==> src/rtl/fetch_pkg.sv <==
// Shared defaults and the prefetch-buffer entry layout for the instruction fetch stage.
package fetch_pkg;

  localparam int INSTR_W_DEF  = 18;
  localparam int ADDR_W_DEF   = 10;
  localparam int RESET_PC_DEF = 0;

  typedef struct packed {
    logic [INSTR_W_DEF-1:0] instr;
    logic [ADDR_W_DEF-1:0]  pc;
  } fetch_entry_t;

endpackage

==> src/rtl/fetch_unit_if.sv <==
// ROM, redirect and control-unit handshake signals of the fetch stage.
interface fetch_unit_if
  import fetch_pkg::*;
#(
  parameter int INSTR_W = INSTR_W_DEF,
  parameter int ADDR_W  = ADDR_W_DEF
);
  logic               FETCH_ENABLE;
  logic [ADDR_W-1:0]  ROM_ADDR;
  logic [INSTR_W-1:0] ROM_DATA;
  logic               JUMP_SIGNAL;
  logic [ADDR_W-1:0]  JUMP_TARGET;
  logic [INSTR_W-1:0] INSTR;
  logic [ADDR_W-1:0]  INSTR_PC;
  logic               INSTR_VALID;
  logic               INSTR_READY;

  modport master (
    input  FETCH_ENABLE, ROM_DATA, JUMP_SIGNAL, JUMP_TARGET, INSTR_READY,
    output ROM_ADDR, INSTR, INSTR_PC, INSTR_VALID
  );

  modport slave (
    output FETCH_ENABLE, ROM_DATA, JUMP_SIGNAL, JUMP_TARGET, INSTR_READY,
    input  ROM_ADDR, INSTR, INSTR_PC, INSTR_VALID
  );
endinterface

==> src/rtl/fetch_unit_instr_fifo.sv <==
// Small synchronous FIFO holding fetched {instr, pc} entries; flush beats push and pop.
module instr_fifo
  import fetch_pkg::*;
#(
  parameter int  DEPTH   = 2,
  parameter type entry_t = fetch_entry_t
) (
  input  logic                   clk,
  input  logic                   rst,
  input  logic                   push,
  input  logic                   pop,
  input  logic                   flush,
  input  entry_t                 din,
  output entry_t                 head,
  output logic                   empty,
  output logic [$clog2(DEPTH):0] count
);
  localparam int PW = $clog2(DEPTH);

  entry_t        mem [DEPTH];
  logic [PW-1:0] wr_ptr;
  logic [PW-1:0] rd_ptr;

  always_ff @(posedge clk) begin
    if (rst || flush) begin
      wr_ptr <= '0;
      rd_ptr <= '0;
      count  <= '0;
    end else begin
      if (push) wr_ptr <= wr_ptr + 1'b1;
      if (pop)  rd_ptr <= rd_ptr + 1'b1;
      count <= count + (PW+1)'(push) - (PW+1)'(pop);
    end
  end

  always_ff @(posedge clk) begin
    if (push) mem[wr_ptr] <= din;
  end

  assign head  = mem[rd_ptr];
  assign empty = (count == '0);

endmodule

==> src/rtl/fetch_unit.sv <==
// Instruction fetch stage: owns the PC, issues ROM reads under a credit limit,
// buffers returned words and redirects on jumps.
module fetch_unit
  import fetch_pkg::*;
#(
  parameter int INSTR_W  = INSTR_W_DEF,
  parameter int ADDR_W   = ADDR_W_DEF,
  parameter int DEPTH    = 2,
  parameter int RESET_PC = RESET_PC_DEF
) (
  input logic          CPU_CLOCK,
  input logic          CLEAR,
  fetch_unit_if.master bus
);
  localparam int CW = $clog2(DEPTH) + 1;

  typedef struct packed {
    logic [INSTR_W-1:0] instr;
    logic [ADDR_W-1:0]  pc;
  } entry_t;

  logic [ADDR_W-1:0] pc_p0;
  logic [ADDR_W-1:0] tag_p1;
  logic              vld_p1;
  entry_t            din_p1;
  entry_t            head_p2;
  entry_t            last_p2;
  entry_t            out_p2;
  logic              empty_p2;
  logic [CW-1:0]     count_p2;
  logic [CW:0]       occ;
  logic              pop;
  logic              push;
  logic              issue;

  assign pop   = bus.INSTR_VALID & bus.INSTR_READY;
  // Occupancy after this edge's pop, counting the read already in flight.
  assign occ   = (CW+1)'(count_p2) + (CW+1)'(vld_p1) - (CW+1)'(pop);
  assign issue = bus.FETCH_ENABLE & ~bus.JUMP_SIGNAL & (occ < (CW+1)'(DEPTH));
  assign push  = vld_p1 & ~bus.JUMP_SIGNAL;

  // Issue stage: PC owns the ROM address
  always_ff @(posedge CPU_CLOCK) begin
    if (CLEAR) begin
      pc_p0  <= ADDR_W'(RESET_PC);
      vld_p1 <= 1'b0;
    end else if (bus.JUMP_SIGNAL) begin
      pc_p0  <= bus.JUMP_TARGET;
      vld_p1 <= 1'b0;
    end else begin
      vld_p1 <= issue;
      if (issue) pc_p0 <= pc_p0 + 1'b1;
    end
  end

  always_ff @(posedge CPU_CLOCK) begin
    if (issue) tag_p1 <= pc_p0;
  end

  // Capture stage: ROM word pairs with the address it was read from
  assign din_p1.instr = bus.ROM_DATA;
  assign din_p1.pc    = tag_p1;

  instr_fifo #(
    .DEPTH   (DEPTH),
    .entry_t (entry_t)
  ) u_fifo (
    .clk   (CPU_CLOCK),
    .rst   (CLEAR),
    .push  (push),
    .pop   (pop),
    .flush (bus.JUMP_SIGNAL),
    .din   (din_p1),
    .head  (head_p2),
    .empty (empty_p2),
    .count (count_p2)
  );

  // Output stage: outputs keep the last presented entry while the buffer is empty
  always_ff @(posedge CPU_CLOCK) begin
    if (CLEAR)          last_p2 <= '0;
    else if (!empty_p2) last_p2 <= head_p2;
  end

  assign out_p2          = empty_p2 ? last_p2 : head_p2;
  assign bus.ROM_ADDR    = pc_p0;
  assign bus.INSTR       = out_p2.instr;
  assign bus.INSTR_PC    = out_p2.pc;
  assign bus.INSTR_VALID = ~empty_p2;

endmodule

==> src/flat_wrapper.sv <==
// flat-port wrapper written by rule: the top's interface ports become plain ports
module fetch_unit_flat import fetch_pkg::*;
#(
  parameter int INSTR_W  = INSTR_W_DEF,
  parameter int ADDR_W   = ADDR_W_DEF,
  parameter int DEPTH    = 2,
  parameter int RESET_PC = RESET_PC_DEF
)
  (CPU_CLOCK, CLEAR, bus_FETCH_ENABLE, bus_ROM_DATA, bus_JUMP_SIGNAL, bus_JUMP_TARGET, bus_INSTR_READY, bus_ROM_ADDR, bus_INSTR, bus_INSTR_PC, bus_INSTR_VALID);
  fetch_unit_if #(.INSTR_W(INSTR_W), .ADDR_W(ADDR_W)) bus_i ();
  input logic CPU_CLOCK;
  input logic CLEAR;
  input wire logic [$bits(bus_i.FETCH_ENABLE)-1:0] bus_FETCH_ENABLE;
  input wire logic [$bits(bus_i.ROM_DATA)-1:0] bus_ROM_DATA;
  input wire logic [$bits(bus_i.JUMP_SIGNAL)-1:0] bus_JUMP_SIGNAL;
  input wire logic [$bits(bus_i.JUMP_TARGET)-1:0] bus_JUMP_TARGET;
  input wire logic [$bits(bus_i.INSTR_READY)-1:0] bus_INSTR_READY;
  output wire logic [$bits(bus_i.ROM_ADDR)-1:0] bus_ROM_ADDR;
  output wire logic [$bits(bus_i.INSTR)-1:0] bus_INSTR;
  output wire logic [$bits(bus_i.INSTR_PC)-1:0] bus_INSTR_PC;
  output wire logic [$bits(bus_i.INSTR_VALID)-1:0] bus_INSTR_VALID;
  assign bus_i.FETCH_ENABLE = bus_FETCH_ENABLE;
  assign bus_i.ROM_DATA = bus_ROM_DATA;
  assign bus_i.JUMP_SIGNAL = bus_JUMP_SIGNAL;
  assign bus_i.JUMP_TARGET = bus_JUMP_TARGET;
  assign bus_i.INSTR_READY = bus_INSTR_READY;
  assign bus_ROM_ADDR = bus_i.ROM_ADDR;
  assign bus_INSTR = bus_i.INSTR;
  assign bus_INSTR_PC = bus_i.INSTR_PC;
  assign bus_INSTR_VALID = bus_i.INSTR_VALID;
  fetch_unit #(.INSTR_W(INSTR_W), .ADDR_W(ADDR_W), .DEPTH(DEPTH), .RESET_PC(RESET_PC)) u_core (.CPU_CLOCK(CPU_CLOCK), .CLEAR(CLEAR), .bus(bus_i));
endmodule
==> config.mk <==
export PLATFORM = sky130hd
export DESIGN_NAME = fetch_unit_flat
export DESIGN_NICKNAME = d
export VERILOG_FILES = /design/src/rtl/fetch_pkg.sv /design/src/rtl/fetch_unit_if.sv /design/src/rtl/fetch_unit_instr_fifo.sv /design/src/rtl/fetch_unit.sv /design/src/flat_wrapper.sv
export SDC_FILE = /design/constraint.sdc
export NUM_CORES = 1
export LEC_CHECK = 0
export BUFFER_PORTS_ARGS = -buffer_cell sky130_fd_sc_hd__buf_2
export CELL_PAD_IN_SITES_DETAIL_PLACEMENT = 2
export CELL_PAD_IN_SITES_GLOBAL_PLACEMENT = 2
export CORE_ASPECT_RATIO = 2
export CORE_MARGIN = 3
export CORE_UTILIZATION = 30
export DETAILED_ROUTE_END_ITERATION = 12
export PLACE_DENSITY = 0.7
export SYNTH_ARGS = -nofsm -noshare
export SYNTH_HDL_FRONTEND = slang
export SYNTH_SLANG_ARGS = --single-unit
==> constraint.sdc <==
create_clock -name CPU_CLOCK -period 3.7 [get_ports CPU_CLOCK]
set_input_delay 0.555 -clock CPU_CLOCK [delete_from_list [all_inputs] [get_ports CPU_CLOCK]]
set_output_delay 0.555 -clock CPU_CLOCK [all_outputs]
set_load 0.03 [all_outputs]
* Yosys cells after proc, flatten, opt, wreduce, memory -nomap -nowiden
Memory sizes are Yosys's and may differ from the RTL's. A register that Yosys moved wholly into a read port is not among the register bits.
Cells that the tools add are included.
** Word-level totals
- Memories :: 1
- Bits in registers :: 53
- Input bits :: 33
- Output and inout bits :: 39
- Logic and storage cells :: 34
- Memory bits (writable) :: 56
** Memories
- u_core.u_fifo.mem :: depth 2, bits a word 28, read ports 1, clocked after Yosys merged registers in 1, wr ports 1, RTL line fetch_unit_instr_fifo.sv:20 : entry_t mem [DEPTH];
** Cells by class
- Bitwise logic cells :: 6
- Order comparisons :: 1
- Reductions and logical operators :: 4
- Add/sub/neg operators :: 7
- Multiplexer cells :: 7
** Operators by type and width (number)
- $mux 28 :: 1
- $mux 10 :: 2
- $add 10x1->10 const B :: 1
- $and 1x1->1 :: 4
- $mux 1 :: 4
- $add 2x1->3 :: 1
- $lt 3x2->1 const B :: 1
- $sub 3x1->3 :: 1
- $add 1x1->1 const B :: 2
- $add 2x1->2 :: 1
- $logic_not 2->1 :: 1
- $not 1->1 :: 2
- $reduce_bool 2->1 :: 1
- $reduce_or 2->1 :: 1
- $sub 2x1->2 :: 1
- $logic_or 1x1->1 :: 1

* Depth between registers and ports, before layout
- Depth after elaboration :: 8
- Depth in mapped cells :: 8
- Depth with buffers taken out :: 8

* Cells and area by module
Synthesis repeated with hierarchy kept, for this count alone.
** Second synthesis, totals
- Cell total of the unflattened synthesis :: 286
- Area total of the unflattened synthesis :: 4388.0 sq um
** By module, submodules not included
- instr_fifo :: area an instance 2339.7 sq um, sequential area each 1781.7 sq um, cells each 107, instances 1
- fetch_unit :: area an instance 2048.2 sq um, sequential area each 1081.0 sq um, cells each 179, instances 1

* Worst setup path after synthesis
Ideal clock, no wire load.
- Path kind :: input to register
- Start :: in bus_JUMP_SIGNAL
- End :: mem u_core.u_fifo.mem[0][0] (netlist bit) (enable)
- Required time :: 3.284 ns
- Path slack :: 1.043 ns
- Arrival time :: 2.241 ns
- Buffers on the path :: 1
- Stages on the path :: 3
- Library setup time :: 0.416 ns
- Cells stage by stage :: clkbuf_1 > nor2b_1 > nor2b_1
** Between the ends
- Word-level cells in the longest chain between the ends :: 4
** RTL lines
- from (decl) :: RTL line flat_wrapper.sv:15 : input wire logic [$bits(bus_i.JUMP_SIGNAL)-1:0] bus_JUMP_SIGNAL;
- $not 1->1 :: RTL line fetch_unit.sv:40 : assign push = vld_p1 & ~bus.JUMP_SIGNAL;
- $and 1x1->1 :: RTL line fetch_unit.sv:40
- $mux 1 :: RTL line fetch_unit_instr_fifo.sv:37 : if (push) mem[wr_ptr] <= din;
- $mux 1 (not written as such) :: RTL line fetch_unit_instr_fifo.sv:37
- to (decl) :: RTL line fetch_unit_instr_fifo.sv:20
No other way between the ends.

==> impl_metrics.env <==
export IMPL_hp_class="input pin to flip-flop"
export IMPL_min_period_over_period_pct=73.37
export IMPL_power_switching_share_pct=21.62
export IMPL_p_per_area_nw_per_um2=500.8
export IMPL_drt_iter0_markers=100
export IMPL_criticalPathCategory="flip-flop to primary output"
export IMPL_syn_mean_instance_area_um2=13.06
export IMPL_routabilityCongestion=0.7684
export IMPL_gr_total_overflow=0
export IMPL_hold_buffers=0
export IMPL_finalSetupViolations=0
export IMPL_cts_tree="built"
export IMPL_post_route_min_period_ns=2.715
export IMPL_maxSlewViolCount=0
export IMPL_clkSlewWorstSetupHoldPaths_ns=0.07
export IMPL_root_buffer="clkbuf_16"
export IMPL_dpl_hpwl_mm=6.626
export IMPL_clkLatencyLatePin_ns=0.34
export IMPL_io_pins=72
export IMPL_critPathSlowestCell="dfxtp_2"
export IMPL_drtPass1Iterations=4
export IMPL_finalWorstSetupSlack_ns=0.9853
export IMPL_synth_nets=354
export IMPL_peakVddDrop_v=0.0002173
export IMPL_initial_core_util_pct=30.73
export IMPL_slowest_delay_ns=0.96
export IMPL_p_leak_nw=1.821
export IMPL_timing_max_slew_rel_slack_pct=33.24
export IMPL_postSynthCellCount=318
export IMPL_cp_cell_sequence="mux2i_1, o21ai_0, buf_2"
export IMPL_p_comb_share_pct=5.7
export IMPL_cp_start_kind="flip-flop"
export IMPL_regToRegStartpoint="u_core.u_fifo.count[1]"
export IMPL_critPathMaxFanout=28
export IMPL_vias=2681
export IMPL_cts_path_max_buffers=2
export IMPL_finalSetupTns_ns=0
export IMPL_coreArea_um2=13510
export IMPL_ys_seq_area_share_pct=68.94
export IMPL_die_h_um=172.4
export IMPL_numClockSinks=110
export IMPL_pwr_share_seq_pct=53.7
export IMPL_synth_cell_type_count=39
export IMPL_clockPowerShare_pct=40.6
export IMPL_grt_pass1_wl_mm=15.13
export IMPL_grt_antenna_before_repair=1
export IMPL_critPathCaptureType="primary output"
export IMPL_wl_per_cell_um=17.74
export IMPL_p_int_mw=1.957
export IMPL_cts_inserted_buffers=9
export IMPL_yosys_area_top_type="edfxtp_1"
export IMPL_grtUsageTotal_pct=13.13
export IMPL_syn_area_um2=4153
export IMPL_fin_worst_skew_ns=0.004625
export IMPL_cp_required_ns=3.14
export IMPL_syn2layout_area_growth_pct=20.07
export IMPL_fmax_mhz=368.4
export IMPL_drt_vias_per_instance=4.901
export IMPL_synth_edff_count=66
export IMPL_cts_max_level=3
export IMPL_yosys_warnings=0
export IMPL_die_width_um=89.20
export IMPL_cts_resized=0
export IMPL_drc=0
export IMPL_synth_async_reset_ratio_pct=0
export IMPL_ys_flop_type="edfxtp_1"
export IMPL_portBuffers=71
export IMPL_place_ws_ns=0.9522
export IMPL_grt_max_degree=58
export IMPL_ant_nets=0
export IMPL_row_count=60
export IMPL_die_area_um2=15380
export IMPL_tightest_slew_ns=1.001
export IMPL_n_antenna_cell=0
export IMPL_rsz0062_at_grt="false"
export IMPL_postCtsSetupRepairBufs=0
export IMPL_yosysTopAreaCellShare_pct=47.73
export IMPL_ys_seq_elements=110
export IMPL_status="completed"
export IMPL_yosys_top_cells_area="edfxtp_1, dfxtp_1, mux2i_1, nor2b_1, nand2_1"
export IMPL_final_hold_violation_count=0
export IMPL_routed_wl_mm=9.705
export IMPL_utilization_pct=36.90
export IMPL_worstPathArrival_ns=2.16
export IMPL_drive_above_1_share_pct=25.00
export IMPL_grt_pass1_vias=2915
export IMPL_drv_cap=0
export IMPL_worstHoldStart="bus_ROM_DATA[7]"
export IMPL_p_sw_mw=0.5398
export IMPL_layout_nets=423
per-stage QoR:
step                      instance area (um^2)  cells  power, mW  hold WS, ns
after floorplan                           4153    318      1.452       0.4215
after global placement                    4672    531      1.508       0.4254
after detailed placement                  4672    531      1.515       0.4362
final                                     4986    547      2.497       0.4038
after CTS                                 4986    547      2.536       0.3869
after global routing                      4986    547      2.599       0.3889
sequential cells by signal, indices dropped and copies added (netlist names), named ones only:
signal                flops
u_core.u_fifo.wr_ptr      1
u_core.vld_p1             1
u_core.last_p2           28
u_core.tag_p1            10
u_core.u_fifo.mem        56
u_core.bus.ROM_ADDR      10
u_core.u_fifo.count       2
u_core.u_fifo.rd_ptr      1
cell families (layout without fill, tap and decap cells):
kind of cell | after synthesis | in the layout | share of synthesized area, %
flops | 110 | 110 | 68.94
simple gates | 97 | 97 | 11.99
compound gates | 53 | 53 | 7.563
mux | 28 | 28 | 6.749
buf+inv | 20 | 94 | 2.019
xor+xnor | 7 | 7 | 1.657
fa+ha+maj | 3 | 3 | 1.085
cell usage after synthesis (2+ instances only):
| cell type | count |
|---|---|
| nor2_1 | 7 |
| a21oi_1 | 6 |
| xor2_1 | 3 |
| dfxtp_1 | 44 |
| clkbuf_1 | 10 |
| nand2_1 | 41 |
| a31oi_1 | 5 |
| ha_1 | 2 |
| nand3_1 | 2 |
| a22oi_1 | 2 |
| buf_2 | 4 |
| inv_1 | 3 |
| mux2i_1 | 28 |
| and2_1 | 2 |
| or3_2 | 2 |
| o211ai_1 | 4 |
| xnor2_1 | 3 |
| nor2b_1 | 31 |
| nor3_1 | 4 |
| edfxtp_1 | 66 |
| a311oi_1 | 2 |
| nand4_1 | 2 |
| o21ai_0 | 29 |
cell type report:
class | count | area (um^2)
clock buffer | 9 | 225.2
tap | 155 | 193.9
clock inverter | 7 | 88.84
sequential | 110 | 2864
fill | 1444 | 8527
multi-input combinational | 188 | 1221
timing repair buffer | 74 | 377.9
inverter | 4 | 15.01
placed cells by master (no fill, tap or decap), types with 2 or more instances in the layout:
cell,n
o21ai_0,29
nand2_1,41
inv_1,3
mux2i_1,28
bufinv_16,2
ha_1,2
o211ai_1,4
clkbuf_16,9
xor2_1,3
buf_4,3
nand4_1,2
a31oi_1,5
xnor2_1,3
nor2b_1,30
edfxtp_1,66
dfxtp_1,43
and2_1,2
clkinv_2,2
buf_2,71
a22oi_1,2
nor3_1,4
or3_2,2
clkinvlp_4,2
nand3_1,2
nor2_1,6
a21oi_1,6
a311oi_1,2
worst max-delay path, delay by kind of cell (launching register included):
family	cells	cell delay (ns)
compound gates	1	0.38
mux	1	0.19
flops	1	0.96
buf+inv	1	0.28
power by group through the flow:
stage	Sequential [mW]	Combinational, mW	Clock (mW)
after detailed placement	1.37	0.145	0
after floorplan	1.38	0.0757	0
after global routing	1.35	0.156	1.10
after global placement	1.37	0.140	0
final	1.34	0.142	1.01
after CTS	1.34	0.146	1.05
metal layers:
layer	part of all wire (%)	track usage (%)
met1	36	13.71
met2	58	24.99
met3	4.2	3.052
met5	0.072	0
met4	1.4	4.083
final timing paths:
check	endpoint	slack, ns	depth (start not counted)
setup / recovery	bus_INSTR_PC[1]	0.99	3
hold / removal	u_core.u_fifo.mem[0][17]	0.40	1
setup reg to reg	u_core.bus.ROM_ADDR[5]	1.00	8
hold reg to reg	u_core.u_fifo.mem[1][8]	0.45	0
Power figures use the tool's default switching activity.
